$ cat config.mk
export PLATFORM = sky130hd
export DESIGN_NAME = rng_scheduler
export DESIGN_NICKNAME = d
export VERILOG_FILES = /design/src/rtl/rng_scheduler.sv
export SDC_FILE = /design/constraint.sdc
export NUM_CORES = 1
export LEC_CHECK = 0
export ABC_CLOCK_PERIOD_IN_PS = 2610
export BUFFER_PORTS_ARGS = -buffer_cell sky130_fd_sc_hd__buf_2
export CORE_MARGIN = 5
export CORE_UTILIZATION = 40
export CTS_CLUSTER_DIAMETER = 80
export CTS_CLUSTER_SIZE = 24
export DETAILED_ROUTE_END_ITERATION = 8
export GPL_ROUTABILITY_DRIVEN = 0
export SLEW_MARGIN = 30
export SYNTH_ARGS = -nofsm -noshare
export SYNTH_HDL_FRONTEND = slang
export SYNTH_SLANG_ARGS = --single-unit
$ cat constraint.sdc
create_clock -name clock -period 2.61 [get_ports clock]
set_clock_uncertainty 0.2 [all_clocks]
set_input_delay 0.261 -clock clock [delete_from_list [all_inputs] [get_ports clock]]
set_output_delay 0.261 -clock clock [all_outputs]
set_load 0.01 [all_outputs]
$ cat src/rtl/rng_scheduler.sv
// rng_scheduler: seeds a 10-bit serial LFSR, discards warm-up bits, then serves
// WORD_W-bit words to NUM_REQ round-robin requesters. Optional macro: RNG_LOCKUP_DET_EN.

module rng_scheduler #(
   parameter int NUM_REQ = 4,
   parameter int WORD_W  = 6,
   parameter int WARMUP  = 16
) (
   input  logic               clock,
   input  logic               reset,
   input  logic [9:0]         seed_in,
   input  logic               seed_go,
   input  logic [NUM_REQ-1:0] req,
   output logic [NUM_REQ-1:0] grant,
   output logic [WORD_W-1:0]  rnd_word,
   output logic               rnd_valid,
   output logic               seeded,
   output logic               rng_load_n,
   output logic [9:0]         rng_seed,
`ifdef RNG_LOCKUP_DET_EN
   output logic               lockup_seen,
`endif
   input  logic               rng_bit
);

   localparam int         PTR_W     = (NUM_REQ > 1) ? $clog2(NUM_REQ) : 1;
   localparam logic [9:0] SEED_SAFE = 10'h001;

   typedef enum logic [2:0] {
      ST_UNSEEDED = 3'd0,
      ST_LOAD     = 3'd1,
      ST_WARMUP   = 3'd2,
      ST_READY    = 3'd3,
      ST_COLLECT  = 3'd4,
      ST_DELIVER  = 3'd5
   } state_t;

   state_t               state_q, state_d;
   logic [9:0]           rng_seed_q, rng_seed_d;
   logic [7:0]           warm_cnt_q, warm_cnt_d;
   logic [3:0]           bit_cnt_q, bit_cnt_d;
   logic [WORD_W-1:0]    word_q, word_d;
   logic [PTR_W-1:0]     ptr_q, ptr_d;
   logic [PTR_W-1:0]     winner_q, winner_d;
   logic [NUM_REQ-1:0]   grant_q, grant_d;
   logic [WORD_W-1:0]    rnd_word_q, rnd_word_d;
   logic                 rnd_valid_q, rnd_valid_d;
   logic                 seeded_q, seeded_d;
   logic                 rng_load_n_q, rng_load_n_d;
   logic                 rng_bit_q, rng_bit_d;
   logic [PTR_W-1:0]     pick;
   logic                 reload;
   logic [9:0]           reload_seed;
   logic [9:0]           user_seed;
`ifdef RNG_LOCKUP_DET_EN
   logic [4:0]           run_q, run_d;
   logic                 lockup_q, lockup_d;
   logic                 stuck;
`endif

   // First requester at or after p, wrapping past NUM_REQ-1 back to 0.
   function automatic logic [PTR_W-1:0] rr_pick(input logic [NUM_REQ-1:0] r,
                                                input logic [PTR_W-1:0]   p);
      logic [NUM_REQ-1:0] rot;
      int                 off;
      int                 sum;
      rot = NUM_REQ'({r, r} >> p);
      off = 0;
      for (int k = NUM_REQ - 1; k >= 0; k--) begin
         if (rot[k]) begin
            off = k;
         end else begin
            off = off;
         end
      end
      sum = int'(p) + off;
      sum = (sum >= NUM_REQ) ? (sum - NUM_REQ) : sum;
      return PTR_W'(sum);
   endfunction

   function automatic logic [PTR_W-1:0] ptr_next(input logic [PTR_W-1:0] w);
      int n;
      n = int'(w) + 1;
      return (n >= NUM_REQ) ? {PTR_W{1'b0}} : PTR_W'(n);
   endfunction

   assign pick = rr_pick(req, ptr_q);

   // Next-state and next-output computation for the whole controller.
   always_comb begin
      state_d      = state_q;
      rng_seed_d   = rng_seed_q;
      warm_cnt_d   = warm_cnt_q;
      bit_cnt_d    = bit_cnt_q;
      word_d       = word_q;
      ptr_d        = ptr_q;
      winner_d     = winner_q;
      grant_d      = grant_q;
      rnd_word_d   = rnd_word_q;
      rnd_valid_d  = 1'b0;
      seeded_d     = seeded_q;
      rng_load_n_d = 1'b1;
      rng_bit_d    = rng_bit;
      user_seed    = (seed_in == 10'h000) ? SEED_SAFE : seed_in;
      reload       = seed_go && (state_q != ST_LOAD);
      reload_seed  = user_seed;
`ifdef RNG_LOCKUP_DET_EN
      // A run of identical bits only counts while words are being served.
      if ((state_q == ST_READY) || (state_q == ST_COLLECT) || (state_q == ST_DELIVER)) begin
         run_d = ((run_q != 5'd0) && (rng_bit == rng_bit_q)) ? (run_q + 5'd1) : 5'd1;
      end else begin
         run_d = 5'd0;
      end
      stuck       = (run_d == 5'd20);
      lockup_d    = lockup_q | stuck;
      reload      = reload | stuck;
      reload_seed = stuck ? SEED_SAFE : user_seed;
`endif

      if (reload) begin
         state_d      = ST_LOAD;
         rng_seed_d   = reload_seed;
         rng_load_n_d = 1'b0;
         grant_d      = {NUM_REQ{1'b0}};
         seeded_d     = 1'b0;
         warm_cnt_d   = 8'd0;
         bit_cnt_d    = 4'd0;
      end else begin
         case (state_q)
            ST_UNSEEDED: begin
               grant_d = {NUM_REQ{1'b0}};
            end
            ST_LOAD: begin
               state_d    = ST_WARMUP;
               warm_cnt_d = 8'd0;
            end
            ST_WARMUP: begin
               if (int'(warm_cnt_q) == WARMUP - 1) begin
                  state_d  = ST_READY;
                  seeded_d = 1'b1;
               end else begin
                  warm_cnt_d = warm_cnt_q + 8'd1;
               end
            end
            ST_READY: begin
               if (req != {NUM_REQ{1'b0}}) begin
                  state_d   = ST_COLLECT;
                  winner_d  = pick;
                  grant_d   = {{(NUM_REQ-1){1'b0}}, 1'b1} << pick;
                  bit_cnt_d = 4'd0;
               end else begin
                  state_d = ST_READY;
               end
            end
            ST_COLLECT: begin
               if ((req & grant_q) == {NUM_REQ{1'b0}}) begin
                  state_d   = ST_READY;
                  grant_d   = {NUM_REQ{1'b0}};
                  ptr_d     = ptr_next(winner_q);
                  bit_cnt_d = 4'd0;
               end else begin
                  // rng_bit_q is one cycle old, so the READY-cycle bit lands in the MSB.
                  for (int i = 0; i < WORD_W; i++) begin
                     if (int'(bit_cnt_q) == WORD_W - 1 - i) begin
                        word_d[i] = rng_bit_q;
                     end else begin
                        word_d[i] = word_q[i];
                     end
                  end
                  if (int'(bit_cnt_q) == WORD_W - 1) begin
                     state_d     = ST_DELIVER;
                     rnd_valid_d = 1'b1;
                     rnd_word_d  = word_d;
                     bit_cnt_d   = 4'd0;
                  end else begin
                     bit_cnt_d = bit_cnt_q + 4'd1;
                  end
               end
            end
            ST_DELIVER: begin
               state_d = ST_READY;
               grant_d = {NUM_REQ{1'b0}};
               ptr_d   = ptr_next(winner_q);
            end
            default: begin
               state_d = ST_UNSEEDED;
               grant_d = {NUM_REQ{1'b0}};
            end
         endcase
      end
   end

   // State and output registers; reset returns everything to the unseeded idle state.
   always_ff @(posedge clock) begin
      if (reset) begin
         state_q      <= ST_UNSEEDED;
         rng_seed_q   <= 10'h000;
         warm_cnt_q   <= 8'd0;
         bit_cnt_q    <= 4'd0;
         word_q       <= {WORD_W{1'b0}};
         ptr_q        <= {PTR_W{1'b0}};
         winner_q     <= {PTR_W{1'b0}};
         grant_q      <= {NUM_REQ{1'b0}};
         rnd_word_q   <= {WORD_W{1'b0}};
         rnd_valid_q  <= 1'b0;
         seeded_q     <= 1'b0;
         rng_load_n_q <= 1'b1;
         rng_bit_q    <= 1'b0;
`ifdef RNG_LOCKUP_DET_EN
         run_q        <= 5'd0;
         lockup_q     <= 1'b0;
`endif
      end else begin
         state_q      <= state_d;
         rng_seed_q   <= rng_seed_d;
         warm_cnt_q   <= warm_cnt_d;
         bit_cnt_q    <= bit_cnt_d;
         word_q       <= word_d;
         ptr_q        <= ptr_d;
         winner_q     <= winner_d;
         grant_q      <= grant_d;
         rnd_word_q   <= rnd_word_d;
         rnd_valid_q  <= rnd_valid_d;
         seeded_q     <= seeded_d;
         rng_load_n_q <= rng_load_n_d;
         rng_bit_q    <= rng_bit_d;
`ifdef RNG_LOCKUP_DET_EN
         run_q        <= run_d;
         lockup_q     <= lockup_d;
`endif
      end
   end

   assign grant      = grant_q;
   assign rnd_word   = rnd_word_q;
   assign rnd_valid  = rnd_valid_q;
   assign seeded     = seeded_q;
   assign rng_load_n = rng_load_n_q;
   assign rng_seed   = rng_seed_q;
`ifdef RNG_LOCKUP_DET_EN
   assign lockup_seen = lockup_q;
`endif

endmodule
# After elaboration in Yosys (flattened, before gate mapping)
# Cells that the tools add are included.
dict set report op_classes {
  div 0
  n_reduce_logical 22
  bitwise_logic 6
  n_eq_ne 20
  n_shift 2
  muxes 32
  magnitude_cmp 2
  multipliers 0
  n_addsub 5
}
# operator count
set op_table {}
lappend op_table {{two-way mux 32 bit} 3}
lappend op_table {{adder 3 x 32 -> 32 bit} 1}
lappend op_table {{greater-or-equal comparator 32 x 4 -> 1 bit (second input constant)} 1}
lappend op_table {{two-way mux 4 bit} 5}
lappend op_table {{one-hot mux 3 bit (6 select lines)} 1}
lappend op_table {{AND reduction 3 bit} 6}
lappend op_table {{one-hot mux 8 bit (2 select lines)} 1}
lappend op_table {{two-way mux 3 bit} 4}
lappend op_table {{one-hot mux 4 bit (3 select lines)} 1}
lappend op_table {{logical NOT 10 bit} 1}
lappend op_table {{two-way mux 10 bit} 1}
lappend op_table {{inequality test 2 bit (second input constant)} 5}
lappend op_table {{two-way mux 1 bit} 9}
lappend op_table {{adder 8 x 1 -> 8 bit (second input constant)} 1}
lappend op_table {{equality test 4 x 3 -> 1 bit (second input constant)} 2}
lappend op_table {{equality test 4 bit (second input constant)} 2}
lappend op_table {{equality test 8 x 5 -> 1 bit (second input constant)} 1}
lappend op_table {{logical NOT 4 bit} 2}
lappend op_table {{two-way mux 2 bit} 4}
lappend op_table {{two-way mux 8 bit} 1}
lappend op_table {{one-hot mux 4 bit (2 select lines)} 1}
lappend op_table {{>> shifter 8 x 2 -> 4 bit} 1}
lappend op_table {{equality test 3 x 2 -> 1 bit (second input constant)} 2}
lappend op_table {{equality test 3 bit (second input constant)} 2}
lappend op_table {{21 further kinds} 31}
dict set report word_totals {
  mem_bits_ro 0
  in_bits 18
  memories 0
  ramBits 0
  regBits 49
  latch_bits 0
}

# Depth between registers and ports, before layout
dict set report depth {
  depth_word 11
  ltp_mapped 11
  mapped_depth_nobuf 10
}

# Worst setup path after synthesis
# OpenSTA, ideal clock, no wires.
dict set report synth_path {
  kind {register -> register}
  start {register ptr_q[0]}
  end {register grant_q[3] (netlist: grant[3])}
  synth_period_minus_slack_ns 2.262
  t_arrival_ns 2.000
  path_stages_with_launch 11
  n_path_buf 1
  setup_slack_ns 0.348
  required_time_ns 2.348
  cell_sequence {dfxtp_1 clkbuf_1 nor2_1 a211oi_1 a31oi_1 a211o_1 ha_1 xor2_1 nor4_1 o21ai_0 nand3_1}
}
dict set report synth_between {
  elab_chain_cells 11
}
# item line_no
set synth_lines {}
lappend synth_lines {{from (decl)} 43} ;# logic [PTR_W-1:0] ptr_q, ptr_d;
lappend synth_lines {{from (signal assigned)} 201} ;# ptr_q <= {PTR_W{1'b0}};
lappend synth_lines {{from (signal assigned)} 219} ;# ptr_q <= ptr_d;
lappend synth_lines {{>> shifter 8 x 2 -> 4 bit} 67} ;# rot = NUM_REQ'({r, r} >> p);
lappend synth_lines {{two-way mux 2 bit} 70} ;# if (rot[k]) begin
lappend synth_lines {{two-way mux 32 bit (3 in a row)} 70}
lappend synth_lines {{adder 3 x 32 -> 32 bit (*)} 76} ;# sum = int'(p) + off;
lappend synth_lines {{greater-or-equal comparator 32 x 4 -> 1 bit / subtractor 2 x 1 -> 2 bit (equally long branches)} 77} ;# sum = (sum >= NUM_REQ) ? (sum - NUM_REQ) : sum;
lappend synth_lines {{two-way mux 2 bit (*)} 77}
lappend synth_lines {{<< shifter 1 x 2 -> 4 bit (*)} 149} ;# grant_d = {{(NUM_REQ-1){1'b0}}, 1'b1} << pick;
lappend synth_lines {{two-way mux 4 bit (*)} 146} ;# if (req != {NUM_REQ{1'b0}}) begin
lappend synth_lines {{one-hot mux 4 bit (3 select lines) (*)} 129} ;# case (state_q)
lappend synth_lines {{to (signal assigned)} 203} ;# grant_q <= {NUM_REQ{1'b0}};
lappend synth_lines {{to (signal assigned)} 221} ;# grant_q <= grant_d;
lappend synth_lines {{to (decl)} 45} ;# logic [NUM_REQ-1:0] grant_q, grant_d;
# Mark *: on every way between the ends. The rest lies on a longest branch, timed or not. The select of a mux whose other input is x is not followed.
# A chain may end at the register's enable or synchronous reset.

# Worst setup path in the final report
dict set report layout_path {
  start {register ptr_q[0]}
  end {register grant_q[2] (netlist: grant[2])}
}
dict set report layout_between {
  elab_chain_cells 11
}
# item line_no
set layout_lines {}
lappend layout_lines {{>> shifter 8 x 2 -> 4 bit} 67}
lappend layout_lines {{two-way mux 2 bit} 70}
lappend layout_lines {{two-way mux 32 bit (3 in a row)} 70}
lappend layout_lines {{adder 3 x 32 -> 32 bit (*)} 76}
lappend layout_lines {{greater-or-equal comparator 32 x 4 -> 1 bit / subtractor 2 x 1 -> 2 bit (equally long branches)} 77}
lappend layout_lines {{two-way mux 2 bit (*)} 77}
lappend layout_lines {{named net pick[0]} 51} ;# logic [PTR_W-1:0] pick;
lappend layout_lines {{<< shifter 1 x 2 -> 4 bit (*)} 149}
lappend layout_lines {{two-way mux 4 bit (*)} 146}
lappend layout_lines {{one-hot mux 4 bit (3 select lines) (*)} 129}
# Mark *: on every way through the listed nets, which the timed path passes. The rest lies on a longest branch. The select of a mux whose other input is x is not followed.

==> results list <==
- Number of antenna violations at the first check in global routing: 0
* Class of the tightest hold or removal check: in2reg
- After the last flow step, the layout net total stands at approximately 350.
- Fmax achieved: 0.419 GHz
- Counting flops with an async set or reset pin after synthesis yields a share of 0%.
- In the final layout, the share of cells above drive strength 1 is a little under a fifth.
* Via count of the first global-routing pass: 2065
- Counting the fill cells in the layout gives 570.
- When the netlist entered floorplanning its net count stood at slightly above 300.
- Proportion of netlist area held by the largest area contributor: ~40%
* Worst R2R Path Depth: 8
- Buffers placed on the I/O ports in this run total 40.
- Share of synthesized area occupied by flip-flops and latches: between 40% and 50%
- Quantity of gates resized following cts: 0
* Type of the worst setup path: reg2reg
* Relative area change from synthesis to final layout: 17.0%
- After layout, the worst path uses between 90% and 100% of the clock period.
* Unrepaired setup endpoints after global routing: no
- The routed layout has roughly 2100 vias.
- Pin placement for this block handled slightly above 40 I/O pins.
* Master cell of the clock root buffer: sky130_fd_sc_hd__clkbuf_8
- Outcome: complete, no violations
* Startpoint of the worst hold path: seed_in[9]
- The synthesized design spends more area on one cell type than any other, namely sky130_fd_sc_hd__dfxtp_1.
* Initial standard-cell utilization of the core: about two fifths
- Power Dens Cells: between 500 and 600 nW/µm²
- Wire per inst: 12.8 µm
- Crit path launch type: register
* Diodes inserted: 0
- Counting flops with a built-in enable in the synthesized netlist gives 0.
* DR pass1 iterations: 4
- Entering global routing, the biggest net connects 29 pins.
* Post-DP HPWL: 3680 µm
* Critical path endpoint category: register
* Slowest cell on the critical path: sky130_fd_sc_hd__dfxtp_1
- TritonCTS clock tree: built
- For this run, the slowest stage of the critical path takes between 500 and 600 ps.
- Slew at the pin with the worst max-slew slack: around 670 ps
- Along the worst path, the maximum fanout reaches 11.
- The most used flip-flop cell after synthesis is sky130_fd_sc_hd__dfxtp_1.
* Area of the mapped netlist: around 2400 µm²
* Total length of routed wires: ~5000 µm
* Worst skew pair latency: about 300 ps
* Global-route wire length before repair: between 9000 and 10000 µm
- For hold timing, the worst endpoint is rng_seed[9].
- For this run, the number of Yosys warnings is 0.
- After technology mapping, the gate count stands at 290.
* Total leakage power: ~1.1 nW
- Total count of hold-check failures in the final report: 0
* Critical Path AT: roughly 2400 ps
* Mean area per synthesized cell: just over 8 µm²
- Setup violations remaining at the end of the flow were counted as 0.
* Floorplan row count: 28
- Across the VDD grid, the largest voltage drop is about 260 µV.
- Die Span Y: around 87 µm
- The final count of pins violating max slew is 0.
- The region available for standard cell placement spans roughly 5900 µm².
- The commonest cells after synthesis are sky130_fd_sc_hd__dfxtp_1 (48), sky130_fd_sc_hd__nor2_1 (39), sky130_fd_sc_hd__nand2_1 (23).
- Clock tree sinks: 48
- The worst register-to-register path ends at grant[2].
- After synthesis the netlist holds a flip-flop and latch count of 48.
- CTS clk-pin slew, worst paths: ~90 ps
* Worst setup slack for register-to-register paths: between 200 and 250 ps
- Count of unique library cells instantiated by Yosys: 46
- Num CTS Buffers: 5
- Worst Hold Depth: 3
- Worst rel slew slack: between 50% and 60%
- The startpoint identified for the worst register-to-register timing path is ptr_q[0].
* Number of buffers between clock root and the deepest sink: 2
* Global route total overflow: 0
- Final design utilization: between 40 and 50%
* Drt via density: 5.27
* Crit path required time: between 2000 and 3000 ps
- Number of antenna-violating nets in the routed design: 0
* Floorplan die width: a little under 90 µm
- Depth of the CTS H-tree: 2
- The die covers ~7600 µm².
- By instance count, the leading cell after synthesis is sky130_fd_sc_hd__dfxtp_1.
- Sorting the synthesized cells by area gives the leading types as sky130_fd_sc_hd__dfxtp_1 (40%), sky130_fd_sc_hd__mux2i_1 (7.1%), sky130_fd_sc_hd__nor2_1 (6.1%).
- The first routing iteration left ~110 violations.
- Max-capacitance violation count: 0
* Sequence of cells on the critical path: nor2_1 -> a211oi_1 -> a31oi_1 -> a211o_1 -> ha_1 -> nor4_1 -> o21ai_0 -> nand3_1
- Final routed DRC violation total: 0
- In the global route stage, overall resource usage came out at between 10% and 20%.
- Summed over all failing endpoints, the final setup total negative slack is 0 ps.
- Post-layout minimum cycle time: ~2400 ps
[through the flow]
step	setup slack, ps	instance area, µm²	hold slack, ps	total power [W]	instances
floorplan	348	2390	163	0.000859	290
global placement	330	2630	239	0.000901	389
detailed placement	275	2630	245	0.000903	389
CTS	243	2800	2.47	0.00147	402
global route	33.5	2800	19.0	0.00152	402
finish	226	2800	14.3	0.00145	402
[metal layers]
layer  up-vias  share of wire, %  track usage, %  wire, µm
met5         -                 0               0         0
met4         0               1.7            5.30        89
met3        10               5.3            3.97       271
met2        44                44            23.2      2280
met1       961                49            19.0      2500
li1       1102                 -               -         -
[kinds of logic after synthesis]
family,Yosys count,share of synthesized area [%]
AOI/OAI and AO/OA,66,17.7
xor gates and xnor gates,9,3.29
adders and majority gates,3,1.57
buffers and inverters,26,4.97
DFF,48,40.1
muxes,17,7.11
and+or+nand+nor,121,25.2
[critical path: cells and delay by family, from the launching register on]
family	cells	cell delay (ps)
flops	1	510
simple gates	3	580
fa+ha+maj	1	330
compound gates	4	710
[power breakdown]
part / total, W / internal (W) / leakage, nW / switching [W]
Combinational: 0.000135 / 0.0000580 / 0.658 / 0.0000767
Clock: 0.000561 / 0.000313 / 0.0614 / 0.000248
Sequential: 0.000757 / 0.000746 / 0.389 / 0.0000104
[registers in the layout, summed over array words and instances, names as in the netlist, 2 cells and up]
name,flops
rnd_word,6
winner_q,2
word_q,5
warm_cnt_q,8
ptr_q,2
rng_seed,10
state_q,3
grant,4
bit_cnt_q,4
[placed cells by master, fill, tap and decap left out, drive strengths merged, types with 5 or more instances in the layout]
master	count
a211oi	9
a21oi	19
a31oi	8
buf	46
clkbuf	6
dfxtp	48
dlygate4sd3	5
mux2i	17
nand2	23
nand3	16
nor2	39
nor2b	6
nor3	5
nor4	9
o21ai	13
or2	5
xor2	7
[worst max path at each step]
stage,to,start,slack (ps),cells after the start
6_report,grant[2],ptr_q[0],230,8
5_1_grt,grant[1],ptr_q[0],30,9
4_1_cts,grant[1],ptr_q[0],240,9
3_5_place_dp,grant[1],ptr_q[0],280,9
3_3_place_gp,grant[3],ptr_q[0],330,9
2_1_floorplan,grant[3],ptr_q[0],350,10
[area by class of cell]
cell class | instances | area (µm²) | area share, %
multi-input cells | 216 | 1310 | 46.9
clock inverters | 2 | 38.8 | 1.39
repair buffers | 51 | 295 | 10.5
well taps | 75 | 93.8 | 3.35
inverters | 4 | 15.0 | 0.536
flip-flops and latches | 48 | 961 | 34.3
clock buffers | 6 | 82.6 | 2.95
[what timing repair did]
action                                 CTS  global route
setup buffers                            0             0
endpoints found under the hold margin    5             0
hold buffers                             5             0
Power figures use the tool's default switching activity.
